`src/rtl/sw_debounce.sv`:
```
// sw_debounce: per-channel switch conditioner.
// Each channel is synchronised with two flops, filtered by a stability
// counter, and presented as a clean level plus one-cycle rise/fall pulses.
// All outputs are registered, so nothing combinational runs from SW_IN to them.
module sw_debounce #(
   parameter int N_SW            = 2,
   parameter int DEBOUNCE_CYCLES = 1000000
) (
   input  logic            CLK,
   input  logic            RST,
   input  logic [N_SW-1:0] SW_IN,
   output logic [N_SW-1:0] SW_LEVEL,
   output logic [N_SW-1:0] SW_RISE,
   output logic [N_SW-1:0] SW_FALL
);

   // Counter width is derived from the threshold and is not meant to be overridden.
   localparam int CNT_W = $clog2(DEBOUNCE_CYCLES + 1);
   // Terminal count: the sample that reaches this value commits the new level.
   localparam logic [CNT_W-1:0] CNT_LAST = CNT_W'(DEBOUNCE_CYCLES - 1);

   logic [N_SW-1:0]  sync1;
   logic [N_SW-1:0]  sync2;
   logic [CNT_W-1:0] cnt [N_SW];

   // Two-flop synchroniser bringing the asynchronous switch pins into the CLK domain.
   // NOTE: sequential state is always written with <=, so sync2 takes the old sync1 value.
   always_ff @(posedge CLK) begin
      if (RST) begin
         sync1 <= '0;
         sync2 <= '0;
      end else begin
         sync1 <= SW_IN;
         sync2 <= sync1;
      end
   end

   // Stability filter with registered edge pulses. Channels are evaluated independently.
   // NOTE: the pulses default to 0 at every edge, so each one lasts only one cycle.
   always_ff @(posedge CLK) begin
      if (RST) begin
         SW_LEVEL <= '0;
         SW_RISE  <= '0;
         SW_FALL  <= '0;
         for (int i = 0; i < N_SW; i++) begin
            cnt[i] <= '0;
         end
      end else begin
         for (int i = 0; i < N_SW; i++) begin
            SW_RISE[i] <= 1'b0;
            SW_FALL[i] <= 1'b0;
            if (sync2[i] == SW_LEVEL[i]) begin
               // The input agrees with the accepted level, so any pending change is abandoned.
               cnt[i] <= '0;
            end else if (cnt[i] == CNT_LAST) begin
               // The input has been stable for long enough, so the new level is accepted.
               SW_LEVEL[i] <= sync2[i];
               SW_RISE[i]  <= sync2[i];
               SW_FALL[i]  <= ~sync2[i];
               cnt[i]      <= '0;
            end else begin
               cnt[i] <= cnt[i] + CNT_W'(1);
            end
         end
      end
   end

endmodule

```
`config.mk`:
```
export PLATFORM = sky130hd
export DESIGN_NAME = sw_debounce
export DESIGN_NICKNAME = d
export VERILOG_FILES = /design/src/rtl/sw_debounce.sv
export SDC_FILE = /design/constraint.sdc
export NUM_CORES = 1
export LEC_CHECK = 0
export CELL_PAD_IN_SITES_DETAIL_PLACEMENT = 1
export CELL_PAD_IN_SITES_GLOBAL_PLACEMENT = 1
export CORE_ASPECT_RATIO = 0.9
export CORE_UTILIZATION = 35
export DETAILED_ROUTE_END_ITERATION = 8
export MAX_ROUTING_LAYER = met4
export PLACE_DENSITY_LB_ADDON = 0.3
export SYNTH_ARGS = -nofsm -noshare
export SYNTH_HDL_FRONTEND = slang
export SYNTH_SLANG_ARGS = --single-unit
```
`constraint.sdc`:
```
create_clock -name CLK -period 3.29 [get_ports CLK]
set_input_delay 0.658 -clock CLK [delete_from_list [all_inputs] [get_ports CLK]]
set_output_delay 0.658 -clock CLK [all_outputs]
set_load 0.01 [all_outputs]
```
==> flow_summary.yaml, run 1 <==
outcome:
  outcome: "finished, final reports clean"
floorplan:
  core_um2: 7080
  die-width_um: 92.4
  die_y_um: 83.4
  rows: 29
  die-area_um2: 7700
  start_util: 0.364
  ios: 10
layout:
  final_layout_size_suffix_gt1_frac: 0.0508
  mostFrequentLayoutCells: "40 x edfxtp_1, 40 x conb_1, 28 x nor2_1"
  fin_util: 0.424
  final_cell_area_um2: 3000
  nNetsFinal: 300
  n_antenna_cell: 0
  stdcell_count: 388
  syn2layout_area_growth_pct: 16.6
critical_path:
  crit_cells: 4
  slowest_delay_ps: 560
  worstPathRequired_ps: 3330
  crit_type: "reg -> reg"
  crit_arrival_ps: 2490
  cp-startpoint: "cnt[1][13]"
  r2r_cells: 4
  endpoint_kind: "flop"
  critPathBufInv: 0
  crit-reg2reg-launch: "cnt[1][13]"
  worstPathCellList: "or4_1, or4_4, o21ai_4, nor2_1"
  cpLargestDelayFamily: "simple AND/OR/NAND/NOR gates"
  cp_max_fo: 19
  crit_path_start_kind: "flop"
  crit_slowest_cell: "or4_4"
clock_network:
  root_buffer: "clkbuf_8"
  htreeDepth: 2
  postCtsHoldBufs: 0
  cts_tree: "done"
  clockBufferDepth: 2
  cts_setup_buffers: 0
  numCtsBuffers: 5
  clock_latency_ps: 310
  cts_sinks: 50
  cts_resized: 0
  clkTransAtPathRegs_ps: 100
sta:
  worst_slack_ps: 843
  setup_violations: 0
  hold_violations: 0
  fin_crit_sh: 0.744
  fin_skew_ps: 5.60
  slew_violations: 0
  slew-limit-headroom: 0.598
  fin_hold_ws_ps: 451
  worstMarginPinSlew_ps: 599
  setup_tns_ps: 0
  grt_setup_unrepaired: "false"
  period_minus_slack_ps: 2450
  timing.fmax_mhz: 409
global_route:
  overflow: 0
  grt_max_degree: 20
  grt_pass1_vias: 1959
  grt_pass1_wl_um: 9290
  antenna_found_initial: 0
  grtUsageTotal: 0.157
yosys:
  synth_top_area_frac: 0.466
  avgSynthCellArea_um2: 10.6
  ys_seq_elements: 50
  synthTopCellsByArea: "edfxtp_1 47%, dfxtp_1 7.8%, xor2_1 4.8%"
  synth_area_leader_cell: "edfxtp_1"
  netlist-cell-type-count: 35
  syn-cell-area_um2: 2570
  synth_warnings: 0
  ys_seq_area_frac: 0.544
  netlist_instances: 244
placement:
  hpwl_um: 3830
  dp.cells: 380
  gp_congestion: 0.770
  dp_slack_ps: 837
  place_area_um2: 2900
  numPortBuffers: 9
pwr:
  leakage_nw: 0.972
  p_per_area_nw_per_um2: 393
  p_total_mw: 1.18
  ir_drop_v: 0.000228
worst_hold_path:
  min_path_cells: 1
  worstHoldPathType: "reg -> reg"
  hold_start: "sync1[0]"
drt:
  dr.pass1.iters: 4
  viasPerCell: 5.10
  drcViolationCount: 0
  antenna_left: 0
  routed_wl_um: 5300
  via_count: 1977
  wire_per_inst_um: 13.7
  drt_iter0_drc: 128
run:
  cap_violations: 0
==> sequential cells by signal (all words and copies together) (netlist names) <==
signal / count
cnt: 40
SW_RISE: 2
sync1: 2
sync2: 2
SW_LEVEL: 2
SW_FALL: 2
==> logic make-up (layout without fill, tap and decap cells) <==
group	count (synthesis)	count (layout)	synth area share
buffers and inverters	12	24	0.0223
DFF	50	50	0.544
AOI/OAI and AO/OA	32	32	0.0748
xor gates and xnor gates	24	24	0.0816
other	1	40	0.00146
adders and majority gates	2	2	0.00972
and+or+nand+nor	123	123	0.266
==> synthesized netlist by cell type, drive strengths merged <==
master / instances
edfxtp: 40
nor2: 28
nand3: 18
a21oi: 16
xor2: 14
or4: 13
nand4: 12
nand2: 11
dfxtp: 10
xnor2: 10
o21ai: 9
o31ai: 7
or3: 7
and3: 6
nor3: 6
nor4: 6
inv: 5
nand2b: 5
buf: 4
nor2b: 4
clkbuf: 3
and2: 2
and4: 2
ha: 2
conb: 1
nor3b: 1
nor4bb: 1
or4b: 1
==> path summary, 6_finish.rpt <==
kind / end / slack (ps)
setup / recovery: cnt[1][8] / 840
hold / removal: sync2[0] / 450
setup reg to reg: cnt[1][8] / 840
hold reg to reg: sync2[0] / 450
==> cell type report <==
class / instances / area [um2]
Inverter: 5 / 18.8
Clock inverter: 2 / 15.0
Multi-Input combinational cell: 221 / 1260
Clock buffer: 6 / 82.6
Fill cell: 822 / 4070
Tap cell: 93 / 116
Timing Repair Buffer: 11 / 105
Sequential cell: 50 / 1400
==> worst register-to-register path: stages, from the launching register on <==
cell	delay, ps
edfxtp_1	470
or4_1	550
or4_4	560
o21ai_4	470
nor2_1	130
==> report_power, final <==
part | total, mW | switching (mW) | internal [mW] | leakage [nW]
clock | 0.393 | 0.219 | 0.174 | 0.0521
sequential | 0.733 | 0.0275 | 0.705 | 0.494
combinational | 0.0530 | 0.0311 | 0.0219 | 0.426
==> metal layers <==
metal	part of all wire	up-vias	track usage	routed length (um)
met4	0.011	0	0.0511	60
met5	0	-	-	0
met2	0.44	29	0.234	2330
met1	0.52	971	0.215	2750
met3	0.029	4	0.0284	156
li1	-	973	-	-
Power figures use the tool's default switching activity.
==> inputs of run 2 (changes only) <==
Clock period 3.29 ns to 2.5 ns, I/O delays scaled along.
==> flow_summary.yaml, run 2 (same netlist as run 1, synthesis figures left out) <==
sta:
  fin_hold_ws_ps: 443
  grt_setup_unrepaired: "false"
  timing.fmax_mhz: 431
  worstMarginPinSlew_ps: 563
  setup_tns_ps: 0
  fin_crit_sh: 0.927
  period_minus_slack_ps: 2320
  setup_violations: 0
  slew-limit-headroom: 0.622
  fin_skew_ps: 6.34
  hold_violations: 0
  slew_violations: 0
global_route:
  overflow: 0
  grtUsageTotal: 0.157
  antenna_found_initial: 0
  grt_max_degree: 17
  grt_pass1_wl_um: 9330
  grt_pass1_vias: 1950
drt:
  viasPerCell: 4.96
  wl_met2_um: 2270
  top_layer: "met4"
  drt_iter0_drc: 64
  wl_met1_um: 2890
  routed_wl_um: 5340
  wire_per_inst_um: 13.5
  route.met3.wl_um: 152
  drcViolationCount: 0
  via_count: 1964
  dr.pass1.iters: 4
  antenna_left: 0
layout:
  final_layout_size_suffix_gt1_frac: 0.0759
  fin_util: 0.431
  final_cell_area_um2: 3050
  syn2layout_area_growth_pct: 18.6
  mostFrequentLayoutCells: "40 x edfxtp_1, 40 x conb_1, 28 x nor2_1"
  fillers: 818
  largest_reg_flops: 40
  n_antenna_cell: 0
  top_register: "cnt"
  nNetsFinal: 308
outcome:
  outcome: "finished, final reports clean"
critical_path:
  timing.rr.end: "cnt[1][5]"
  r2r_cells: 5
  crit_arrival_ps: 2380
  r2r_slack_ps: 180
  critPathBufInv: 1
  crit-reg2reg-launch: "cnt[1][15]"
  crit_slowest_cell: "or4_1"
  cpLargestDelayFamily: "simple AND/OR/NAND/NOR gates"
  cp_max_fo: 8
  cp-startpoint: "cnt[1][15]"
  crit_type: "reg -> reg"
  worstPathCellList: "or4_1, or4_4, o21ai_4, buf_4, nor2_1"
  worstPathRequired_ps: 2560
  crit_path_start_kind: "flop"
  slowest_delay_ps: 580
  endpoint_kind: "flop"
worst_hold_path:
  holdPathEnd: "sync2[1]"
  hold_start: "sync1[1]"
  worstHoldPathType: "reg -> reg"
  min_path_cells: 1
clock_network:
  htreeDepth: 2
  cts_resized: 0
  root_buffer: "clkbuf_8"
  clock_latency_ps: 300
  clkTransAtPathRegs_ps: 90
  cts_setup_buffers: 0
  numCtsBuffers: 5
  cts_sinks: 50
  cts_tree: "done"
  postCtsHoldBufs: 0
  clockBufferDepth: 2
floorplan:
  die-width_um: 92.4
  core_um2: 7080
  die-area_um2: 7700
  start_util: 0.364
  rows: 29
  die_y_um: 83.4
  ios: 10
pwr:
  ir_drop_v: 0.000308
  p_per_area_nw_per_um2: 495
  p_total_mw: 1.51
  leakage_nw: 1.01
placement:
  place_area_um2: 2960
  gp_congestion: 0.793
  numPortBuffers: 9
  hpwl_um: 4140
run:
  cap_violations: 0
==> run 2: changes by cell type in the layout (fill, tap and decap cells not counted), sizes merged <==
cell,delta
clkinv,+2
clkbuf,-1
buf,+8
inv,-1
==> run 2: routing by layer <==
metal,GRT usage,up-vias
met5,-,-
met2,0.219,23
met4,0.0341,0
met3,0.0348,2
met1,0.233,949
li1,-,990
==> run 2: final cells by class <==
type | count | area [um2] | area share
repair buffers | 19 | 165 | 0.0541
clock buffers | 5 | 68.8 | 0.0225
well taps | 93 | 116 | 0.0381
multi-input cells | 221 | 1260 | 0.414
flip-flops and latches | 50 | 1400 | 0.459
inverters | 5 | 18.8 | 0.00615
clock inverters | 3 | 20.0 | 0.00656
==> run 2: worst max-delay path by stage <==
| stage | endpoint | slack [ps] | cells past startpoint |
|---|---|---|---|
| global placement | cnt[1][18] | 270 | 5 |
| detailed placement | cnt[1][5] | 170 | 5 |
| finish | cnt[1][5] | 180 | 5 |
| CTS | cnt[1][5] | 150 | 5 |
| global route | cnt[1][18] | 70 | 5 |
| floorplan | cnt[1][2] | 310 | 5 |
==> run 2: report_power, final <==
| part | total, mW | switching [mW] | internal [mW] |
|---|---|---|---|
| Combinational | 0.0789 | 0.0452 | 0.0336 |
| Sequential | 0.961 | 0.0329 | 0.928 |
| Clock | 0.472 | 0.274 | 0.198 |
| Total | 1.51 | 0.352 | 1.16 |
==> run 2: stage by stage <==
| step | setup WS (ps) | std cells |
|---|---|---|
| 5_1_grt | 71.4 | 396 |
| 3_5_place_dp | 170 | 388 |
| 6_report | 182 | 396 |
| 2_1_floorplan | 306 | 283 |
| 4_1_cts | 151 | 396 |
| 3_3_place_gp | 273 | 388 |
==> inputs of run 3 (changes only) <==
Settings changed: CAP_MARGIN from default to 20, CORE_UTILIZATION 35 to 48, PLACE_DENSITY from default to 0.82, PLACE_DENSITY_LB_ADDON 0.3 to default.
==> flow_summary.yaml, run 3 (same netlist as run 1, synthesis figures left out) <==
outcome:
  outcome: "finished, final reports clean"
floorplan:
  die-width_um: 79.2
  die-area_um2: 5660
  start_util: 0.513
  ios: 10
  core_um2: 5010
  die_y_um: 71.5
  rows: 24
drt:
  drt_iter0_drc: 73
  drcViolationCount: 0
  via_count: 1970
  wire_per_inst_um: 15.3
  routed_wl_um: 5570
  antenna_left: 0
  viasPerCell: 5.43
  dr.pass1.iters: 4
placement:
  numPortBuffers: 9
  gp_congestion: 0.716
  place_area_um2: 2900
  dp.cells: 355
  dp_slack_ps: 264
  hpwl_um: 4080
global_route:
  grt_busiest_layer: "met2"
  antenna_found_initial: 0
  grt_util_met1: 0.315
  grt_pass1_wl_um: 9590
  globalRouteMet2Util: 0.344
  grt_pass1_vias: 1993
  met3_usage: 0.0433
  grtUsageTotal: 0.229
  overflow: 0
  grt_max_degree: 20
clock_network:
  clockBufferDepth: 2
  cts_resized: 0
  cts_tree: "done"
  numCtsBuffers: 5
  postCtsHoldBufs: 0
  htreeDepth: 2
  clkTransAtPathRegs_ps: 90
  clock_latency_ps: 300
  cts_sinks: 50
  cts_setup_buffers: 0
  root_buffer: "clkbuf_8"
sta:
  worst_slack_ps: 230
  hold_violations: 0
  fin_crit_sh: 0.908
  setup_tns_ps: 0
  fin_skew_ps: 6.72
  fin_hold_ws_ps: 459
  period_minus_slack_ps: 2270
  grt_setup_unrepaired: "false"
  slew_violations: 0
  setup_violations: 0
  timing.fmax_mhz: 441
critical_path:
  cp_max_fo: 7
  r2r_cells: 5
  crit-reg2reg-launch: "cnt[1][0]"
  crit_arrival_ps: 2430
  r2r_slack_ps: 230
  cp-startpoint: "cnt[1][0]"
  timing.rr.end: "cnt[1][18]"
  endpoint: "cnt[1][18]"
  endpoint_kind: "flop"
  worstPathRequired_ps: 2660
  crit_path_start_kind: "flop"
  crit_type: "reg -> reg"
layout:
  multi_input_area_um2: 1260
  stdcell_count: 363
  fillers: 576
  regArea_um2: 1400
  largest_reg_flops: 40
  final_cell_area_um2: 3000
  top_register: "cnt"
  syn2layout_area_growth_pct: 16.3
  final_layout_size_suffix_gt1_frac: 0.0570
  fin_util: 0.597
  nNetsFinal: 303
  mostFrequentLayoutCells: "40 x edfxtp_1, 40 x conb_1, 28 x nor2_1"
  n_antenna_cell: 0
run:
  cap_violations: 0
pwr:
  leakage_nw: 0.988
  p_per_area_nw_per_um2: 510
  ir_drop_v: 0.000372
  p_total_mw: 1.53
worst_hold_path:
  worstHoldPathType: "reg -> reg"
run 3: cell count changes in the layout (fill, tap and decap cells not counted), sizes merged:
cell / delta
clkinv: -1
inv: -1
clkbuf: +2
buf: -5
run 3: final cells by class:
cell class              instances  area share
flip-flops and latches         50       0.468
multi-input cells             221       0.421
repair buffers                 14      0.0468
clock buffers                   7      0.0288
well taps                      65      0.0272
inverters                       5     0.00627
clock inverters                 1     0.00167
run 3: worst min path at each step:
stage	from	endpoint	slack (ps)	depth (start not counted)
finish	sync1[0]	sync2[0]	460	1
global route	sync1[0]	sync2[0]	480	1
CTS	sync1[0]	sync2[0]	460	1
detailed placement	sync1[0]	sync2[0]	440	1
global placement	sync1[0]	sync2[0]	430	1
floorplan	sync1[0]	sync2[0]	410	1
run 3: where the power goes:
part / internal, mW / leakage [nW] / switching [mW]
registers: 0.928 / 0.494 / 0.0364
logic: 0.0318 / 0.446 / 0.0451
clock network: 0.224 / 0.0482 / 0.262
total: 1.18 / 0.988 / 0.343
run 3: critical path, stage by stage (launching register included):
cell and delay (ps):
edfxtp_1 430, ha_1 260, nand2_1 100, or4_1 660
or4_4 530, a21oi_2 150
run 3: layer usage:
metal / routed length, um / vias to the layer above
met5: 0 / -
met4: 53 / 0
met3: 114 / 5
met2: 2510 / 15
met1: 2890 / 970
li1: - / 980
